`config.mk`:
```
export PLATFORM = sky130hd
export DESIGN_NAME = store_write_buffer
export DESIGN_NICKNAME = d
export VERILOG_FILES = /design/src/rtl/store_write_buffer.sv
export SDC_FILE = /design/constraint.sdc
export NUM_CORES = 1
export LEC_CHECK = 0
export BUFFER_PORTS_ARGS = -buffer_cell sky130_fd_sc_hd__buf_2
export CORE_UTILIZATION = 64
export DETAILED_ROUTE_END_ITERATION = 7
export PLACE_DENSITY = 0.87
export SLEW_MARGIN = 20
export SYNTH_ARGS = -nofsm -noshare
export SYNTH_HDL_FRONTEND = slang
export SYNTH_SLANG_ARGS = --single-unit
```
`constraint.sdc`:
```
create_clock -name clock -period 7.1 [get_ports clock]
set_input_delay 0.71 -clock clock [delete_from_list [all_inputs] [get_ports clock]]
set_output_delay 0.71 -clock clock [all_outputs]
set_load 0.03 [all_outputs]
```
`src/rtl/store_write_buffer.sv`:
```
// Store write buffer: in-order FIFO of CPU stores draining to DMEM through a valid/ready port,
// with youngest-match load forwarding from the buffered entries.
module store_write_buffer #(
    parameter int unsigned DEPTH = 4
) (
    input  logic                     clock,
    input  logic                     reset,
    input  logic [31:0]              cpu_addr,
    input  logic [31:0]              cpu_wdata,
    input  logic                     cpu_we,
    output logic [31:0]              cpu_rdata,
    output logic                     cpu_stall,
    output logic [31:0]              mem_raddr,
    input  logic [31:0]              mem_rdata,
    output logic [31:0]              mem_waddr,
    output logic [31:0]              mem_wdata,
    output logic                     mem_wvalid,
    input  logic                     mem_wready,
    output logic [$clog2(DEPTH):0]   count,
    output logic                     empty
);

    localparam int unsigned PW = $clog2(DEPTH);
    localparam int unsigned CW = PW + 1;
    localparam logic [CW-1:0] FULL_CNT = CW'(DEPTH);

    logic [31:0]   addr_q [DEPTH];
    logic [31:0]   data_q [DEPTH];
    logic [PW-1:0] head_q, head_d;
    logic [PW-1:0] tail_q, tail_d;
    logic [CW-1:0] count_q, count_d;
    logic          full;
    logic          enq;
    logic          deq;
    logic [PW-1:0] fwd_idx;

    always_comb begin
        full    = (count_q == FULL_CNT);
        enq     = cpu_we & ~full;
        deq     = (count_q != '0) & mem_wready;
        head_d  = deq ? head_q + PW'(1) : head_q;
        tail_d  = enq ? tail_q + PW'(1) : tail_q;
        count_d = count_q;
        case ({enq, deq})
            2'b10:   count_d = count_q + CW'(1);
            2'b01:   count_d = count_q - CW'(1);
            default: count_d = count_q;
        endcase
    end

    // Walk oldest to youngest so the last match (youngest store) wins; slots past occupancy are ignored.
    always_comb begin
        cpu_rdata = mem_rdata;
        fwd_idx   = '0;
        for (int unsigned k = 0; k < DEPTH; k++) begin
            fwd_idx = head_q + PW'(k);
            if ((CW'(k) < count_q) && (addr_q[fwd_idx][31:2] == cpu_addr[31:2])) begin
                cpu_rdata = data_q[fwd_idx];
            end
        end
    end

    always_ff @(posedge clock or posedge reset) begin
        if (reset) begin
            head_q  <= '0;
            tail_q  <= '0;
            count_q <= '0;
        end else begin
            head_q  <= head_d;
            tail_q  <= tail_d;
            count_q <= count_d;
        end
    end

    always_ff @(posedge clock) begin
        if (enq) begin
            addr_q[tail_q] <= cpu_addr;
            data_q[tail_q] <= cpu_wdata;
        end
    end

    assign cpu_stall  = cpu_we & full;
    assign mem_raddr  = cpu_addr;
    assign mem_waddr  = addr_q[head_q];
    assign mem_wdata  = data_q[head_q];
    assign mem_wvalid = (count_q != '0);
    assign count      = count_q;
    assign empty      = (count_q == '0);

endmodule

```
======== After elaboration in Yosys (flattened, before gate mapping) ========
Memory sizes are Yosys's and may differ from the RTL's.
Cells that the tools add are included.
storage, ports and cells
  memory bits (read-only) ................. 0
  bits in latches ......................... 0
  memories kept ........................... 2
  bits in writable memories ............... 256
  register bits after elaboration ......... 7
  logic and storage cells ................. 40
  output and inout bits ................... 134
  input port bits ......................... 100
memories
  memory  depth  width  read ports  clocked after Yosys merged registers in  write ports  RTL line  text
  addr_q  4      32     4           0                                        1            27        logic [31:0] addr_q [DEPTH];
  data_q  4      32     4           0                                        1            28        logic [31:0] data_q [DEPTH];
operators by class
  $mul .................................... 0
  bitwise gates (word level) .............. 4
  shift operators ......................... 0
  muxes and demuxes ....................... 7
  add/subtract/negate cells ............... 6
  equal/unequal tests ..................... 7
  reduce and logical (&&, ||, !) cells .... 7
  order comparisons ....................... 4
  divide/modulo/power cells ............... 0
operators by type and width
  operator                                           count
  2-to-1 mux 32 bit                                  4
  == test 30 bit                                     4
  < comparator 1 x 3 -> 1 bit, first input constant  2
  < comparator 2 x 3 -> 1 bit, first input constant  2
  one-hot mux 3 bit (2 select lines)                 1
  adder 2 x 1 -> 2 bit, second input constant        2
  adder 2 bit, second input constant                 2
  logical AND 1 bit                                  4
  adder 3 x 1 -> 3 bit, second input constant        1
  AND 1 bit                                          3
  == test 3 bit, second input constant               1
  logical NOT 3 bit                                  1
  nonzero test 3 bit                                 1
  subtractor 3 x 1 -> 3 bit, second input constant   1
  == test 2 x 1 -> 1 bit, second input constant      1
  == test 2 bit, second input constant               1
  2-to-1 mux 1 bit                                   2
  nonzero test 2 bit                                 1
  NOT 1 bit                                          1

======== Longest topological paths before layout ========
An unclocked memory read counts as a cell.
  depth after elaboration ................. 7
  depth in mapped cells ................... 16
  gate-level depth less buffers ........... 10

======== Worst setup path before layout ========
Ideal clock, no wire load.
  path kind ............................... reg-to-output
  start ................................... register head_q[1]
  end ..................................... output port cpu_rdata[10]
  arrival ................................. 3,651 ps
  slack ................................... 2,739 ps
  buffers on the path ..................... 5
  stages on the path, launching flop included .. 14
  required time ........................... 6,390 ps
  path through ............................ dfrtp_1 > buf_6 > buf_6 > buf_6 > buf_4 > mux2i_1 > mux2i_1 > o22ai_1 > a2111oi_2 > nand4_2 > nor4_4 > buf_6 > mux2i_1 > a21oi_1
between the ends
  word-level cells in the longest chain between the ends .. 7
  elaborated cells between the ends (all ways) .. 17
  those cells by class .................... add/sub: 3; eq/ne: 4; mux: 4; reduce/logical: 4; memory: 2
ends and longest elaborated chain
  item                             RTL line  text
  start, declared                  29        logic [PW-1:0] head_q, head_d;
  start signal, assigned           65        head_q <= '0;
  start signal, assigned           69        head_q <= head_d;
  memory read (4 x 32 bit)         n/a
  via mem_waddr[31]                15        output logic [31:0] mem_waddr,
  == test 30 bit                   57        if ((CW'(k) < count_q) && (addr_q[fwd_idx][31:2] == cpu_addr[31:2])) begin
  logical AND 1 bit                57
  2-to-1 mux 32 bit (4 in series)  57
  end, declared                    11        output logic [31:0] cpu_rdata,
The timed path passes the listed nets, and every way through them passes these cells.

======== Worst setup path in the final report ========
  start ................................... register head_q[0]
  end ..................................... output port cpu_rdata[28]
between the ends
  word-level cells in the longest chain between the ends .. 7
  elaborated cells between the ends (all ways) .. 17
  those cells by class .................... add/sub: 3; eq/ne: 4; mux: 4; reduce/logical: 4; memory: 2
ends and longest elaborated chain
  item                                                                     RTL line
  adder 2 x 1 -> 2 bit / memory read (4 x 32 bit) (equally long branches)  n/a
  memory read (4 x 32 bit) / == test 30 bit (equally long branches)        n/a
  == test 30 bit / logical AND 1 bit (equally long branches)               57
  logical AND 1 bit / 2-to-1 mux 32 bit (equally long branches)            57
  2-to-1 mux 32 bit (2 in series)                                          57
  2-to-1 mux 32 bit *                                                      57
Every way passes the cells marked *; elsewhere a longest branch is shown, timed or not.

==> impl_metrics.py <==
metrics = {
    "layout": {
        "syn2layout_area_growth_pct": 9.59,
        "drive_above_1_share": 0.239,
        "instances_no_fill": 2011,
        "final_nets": 1756,
    },
    "detailed_routing": {
        "first_iter_violations": 1950,
        "ant_nets": 0,
        "drcViolationCount": 9,
        "wl_per_cell_um": 23.9,
        "drt-pass1-iter-count": 8,
        "via_count": 13900,
        "wl_mm": 48.0,
        "vias_per_cell": 6.92,
    },
    "synthesis": {
        "yosys-top-cells-count": "256 x edfxtp_1, 203 x mux2i_1, 115 x a21oi_1, 79 x xnor2_1, 77 x clkbuf_1",
        "async_flop_share": 0.0266,
        "synth_cell_types": 68,
        "synth_seq_cells": 263,
        "postSynthCellCount": 1535,
        "yosys.area.top_type": "edfxtp_1",
        "synthMostInstantiatedCell": "edfxtp_1",
        "synth_ff_type": "edfxtp_1",
        "synth_top_cells_by_area": "edfxtp_1 44%, mux2i_1 12%, mux4_2 6.3%",
        "ys_warn_count": 0,
        "synth_nets": 1644,
        "synth_area_per_cell_sq_um": 11.4,
        "synth_edf_count": 256,
        "yosysSeqAreaShare": 0.448,
        "synth_top_cell_area_share": 0.438,
        "synth_area_sq_um": 17500,
    },
    "critical_path": {
        "r2r_start": "count[0]",
        "rrSetupSlack_ns": 4.31,
        "critPathCaptureType": "output port",
        "cp-start-kind": "register",
        "path_class": "reg2out",
        "cp_max_fo": 49,
        "cp.required_ns": 6.39,
        "cp.arrival_ns": 5.35,
        "timing.critical_path.from": "head_q[0]",
        "reg2reg_to": "addr_q[0][31]",
        "reg2regPathDepth": 4,
    },
    "cts": {
        "cts_max_level": 1,
        "cts_sinks": 263,
        "cts_tree": "yes",
        "clock_latency_ns": 0.56,
        "hold_buffers": 0,
        "cts-resized-gates": 0,
        "clk_path_buf_depth": 3,
        "postCtsSetupBuffers": 0,
        "numCtsBuffers": 27,
        "clkTransAtPathRegs_ns": 0.06,
        "root_buffer": "clkbuf_16",
    },
    "power_and_ir_drop": {
        "sw_frac_of_total": 0.456,
        "sequentialPowerShare": 0.283,
        "p_clk_frac": 0.163,
        "pwr-share-comb": 0.554,
        "power_leakage_nw": 7.05,
        "internal-power_mw": 4.51,
        "peakVddDrop_mv": 0.286,
        "switchingPower_mw": 3.78,
        "power_density_nw_per_um2": 431,
    },
    "sta": {
        "finalCritPeriodShare": 0.853,
        "skew_ns": 0.00990,
        "setup_tns_ns": 0,
        "setup_viol": 0,
        "worst_pin_slew_ns": 1.13,
        "slew_viol_final": 0,
        "grt_setup_unrepaired": "false",
        "hold_viol_final": 0,
        "relSlewSlack": 0.249,
        "layout_min_cycle_time_ns": 6.06,
        "fmax_ghz": 0.165,
        "hold-worst-slack_ns": 0.0803,
    },
    "global_route": {
        "grt_busiest_layer": "met2",
        "antenna_found_initial": 4,
        "grt_pass1_wl_mm": 74.3,
        "use_met2": 0.542,
        "track_usage": 0.342,
        "grt_max_degree": 138,
        "grt_pass1_vias": 13100,
        "grt_overflow": 0,
        "met3_usage": 0.0473,
        "grt_use_met1": 0.483,
    },
    "placement": {
        "place_congestion": 1.00,
        "io_buffers": 233,
        "dp_hpwl_mm": 31.1,
        "post-place-cells": 1959,
    },
    "floorplan": {
        "fp.coreArea_sq_um": 27000,
        "fp.dieArea_sq_um": 28100,
        "dieHeight_um": 168,
        "fp.dieW_um": 168,
        "rows": 60,
        "initial_core_util": 0.651,
        "ios": 234,
    },
    "run_status": {
        "violations": "DRC",
        "status": "complete, but fails checks",
    },
    "hold_path": {
        "hold_path.class": "in2async",
    },
    "job": {
        "drv_cap": 0,
    },
}
-- worst max-delay path by stage --
stage,endpoint,cells past startpoint
after detailed placement,cpu_rdata[28],11
after floorplan,cpu_rdata[10],13
after CTS,cpu_rdata[28],11
after global placement,cpu_rdata[28],11
final,cpu_rdata[28],11
after global routing,cpu_rdata[28],11
-- routing by layer --
metal	wire [um]	vias up
met2	22300	912
met4	1810	2
met5	10	-
li1	-	6118
met3	4700	140
met1	19200	6743
-- cell usage in the layout, fill, tap and decap left out, types with 12 or more instances in the layout --
cell type  count
buf_4         15
clkbuf_16     27
and2_1        34
buf_2        233
o2111ai_1     33
a21oi_1      115
a31oi_1       33
mux2i_1      203
nor2_1        47
xnor2_1       79
mux4_2        49
xor2_1        26
nand4_1       16
inv_1         52
o22ai_1       12
mux2_2        38
o21ai_0       50
nor2b_1       33
nor3_1        70
edfxtp_1     256
nand3_1       36
nand2_1       52
a2111oi_0     33
-- worst max-delay path, cell delays in order, from the launching register on --
cell and delay (ns):
dfrtp_4 0.95, buf_4 0.47, mux4_2 0.57, xnor2_1 0.20, o21ai_0 0.10, or4_1 0.47, a2111oi_4 0.89, buf_4 0.44
o2111ai_1 0.16, a31oi_1 0.20, a21oi_1 0.10, buf_2 0.21
-- power by group through the flow --
| stage | combinational, mW | clock [mW] | sequential [mW] |
|---|---|---|---|
| after detailed placement | 4.47 | 0 | 2.37 |
| after floorplan | 3.64 | 0 | 2.22 |
| after CTS | 4.51 | 1.37 | 2.34 |
| after global routing | 4.88 | 1.42 | 2.39 |
| final | 4.59 | 1.35 | 2.35 |
| after global placement | 4.39 | 0 | 2.33 |
-- area by class of cell --
type                    instances  area (sq um)
multi-input cells            1051          8560
flip-flops and latches        263          7870
fillers                      1821          7720
repair buffers                251          1330
clock buffers                  39           751
well taps                     341           427
inverters                      53           201
clock inverters                10          88.8
diodes                          3          7.51
-- sequential cells by signal, summed over array words and instances, names as in the netlist --
signal,count
addr_q,128
count,3
data_q,128
head_q,2
tail_q,2
-- logic make-up (layout without fill, tap and decap cells) --
logic type                 Yosys count  in the layout  share of synthesized area
AOI/OAI and AO/OA                  327            327                      0.123
and+or+nand+nor                    317            317                     0.0943
muxes                              293            293                      0.208
DFF                                263            263                      0.448
buffers and inverters              221            353                     0.0679
xor gates and xnor gates           105            105                     0.0524
adders and majority gates            9              9                    0.00642
other                                0              3                          0
-- metrics by stage --
step	worst slack, ns	area (sq um)	util	power (mW)
after CTS	1.11	19200	0.713	8.22
after floorplan	2.74	17500	-	5.87
after detailed placement	1.71	18400	0.682	6.83
after global routing	0.772	19200	0.713	8.69
final	1.04	19200	0.714	8.29
after global placement	1.81	18400	0.682	6.72
Power figures use the tool's default switching activity.
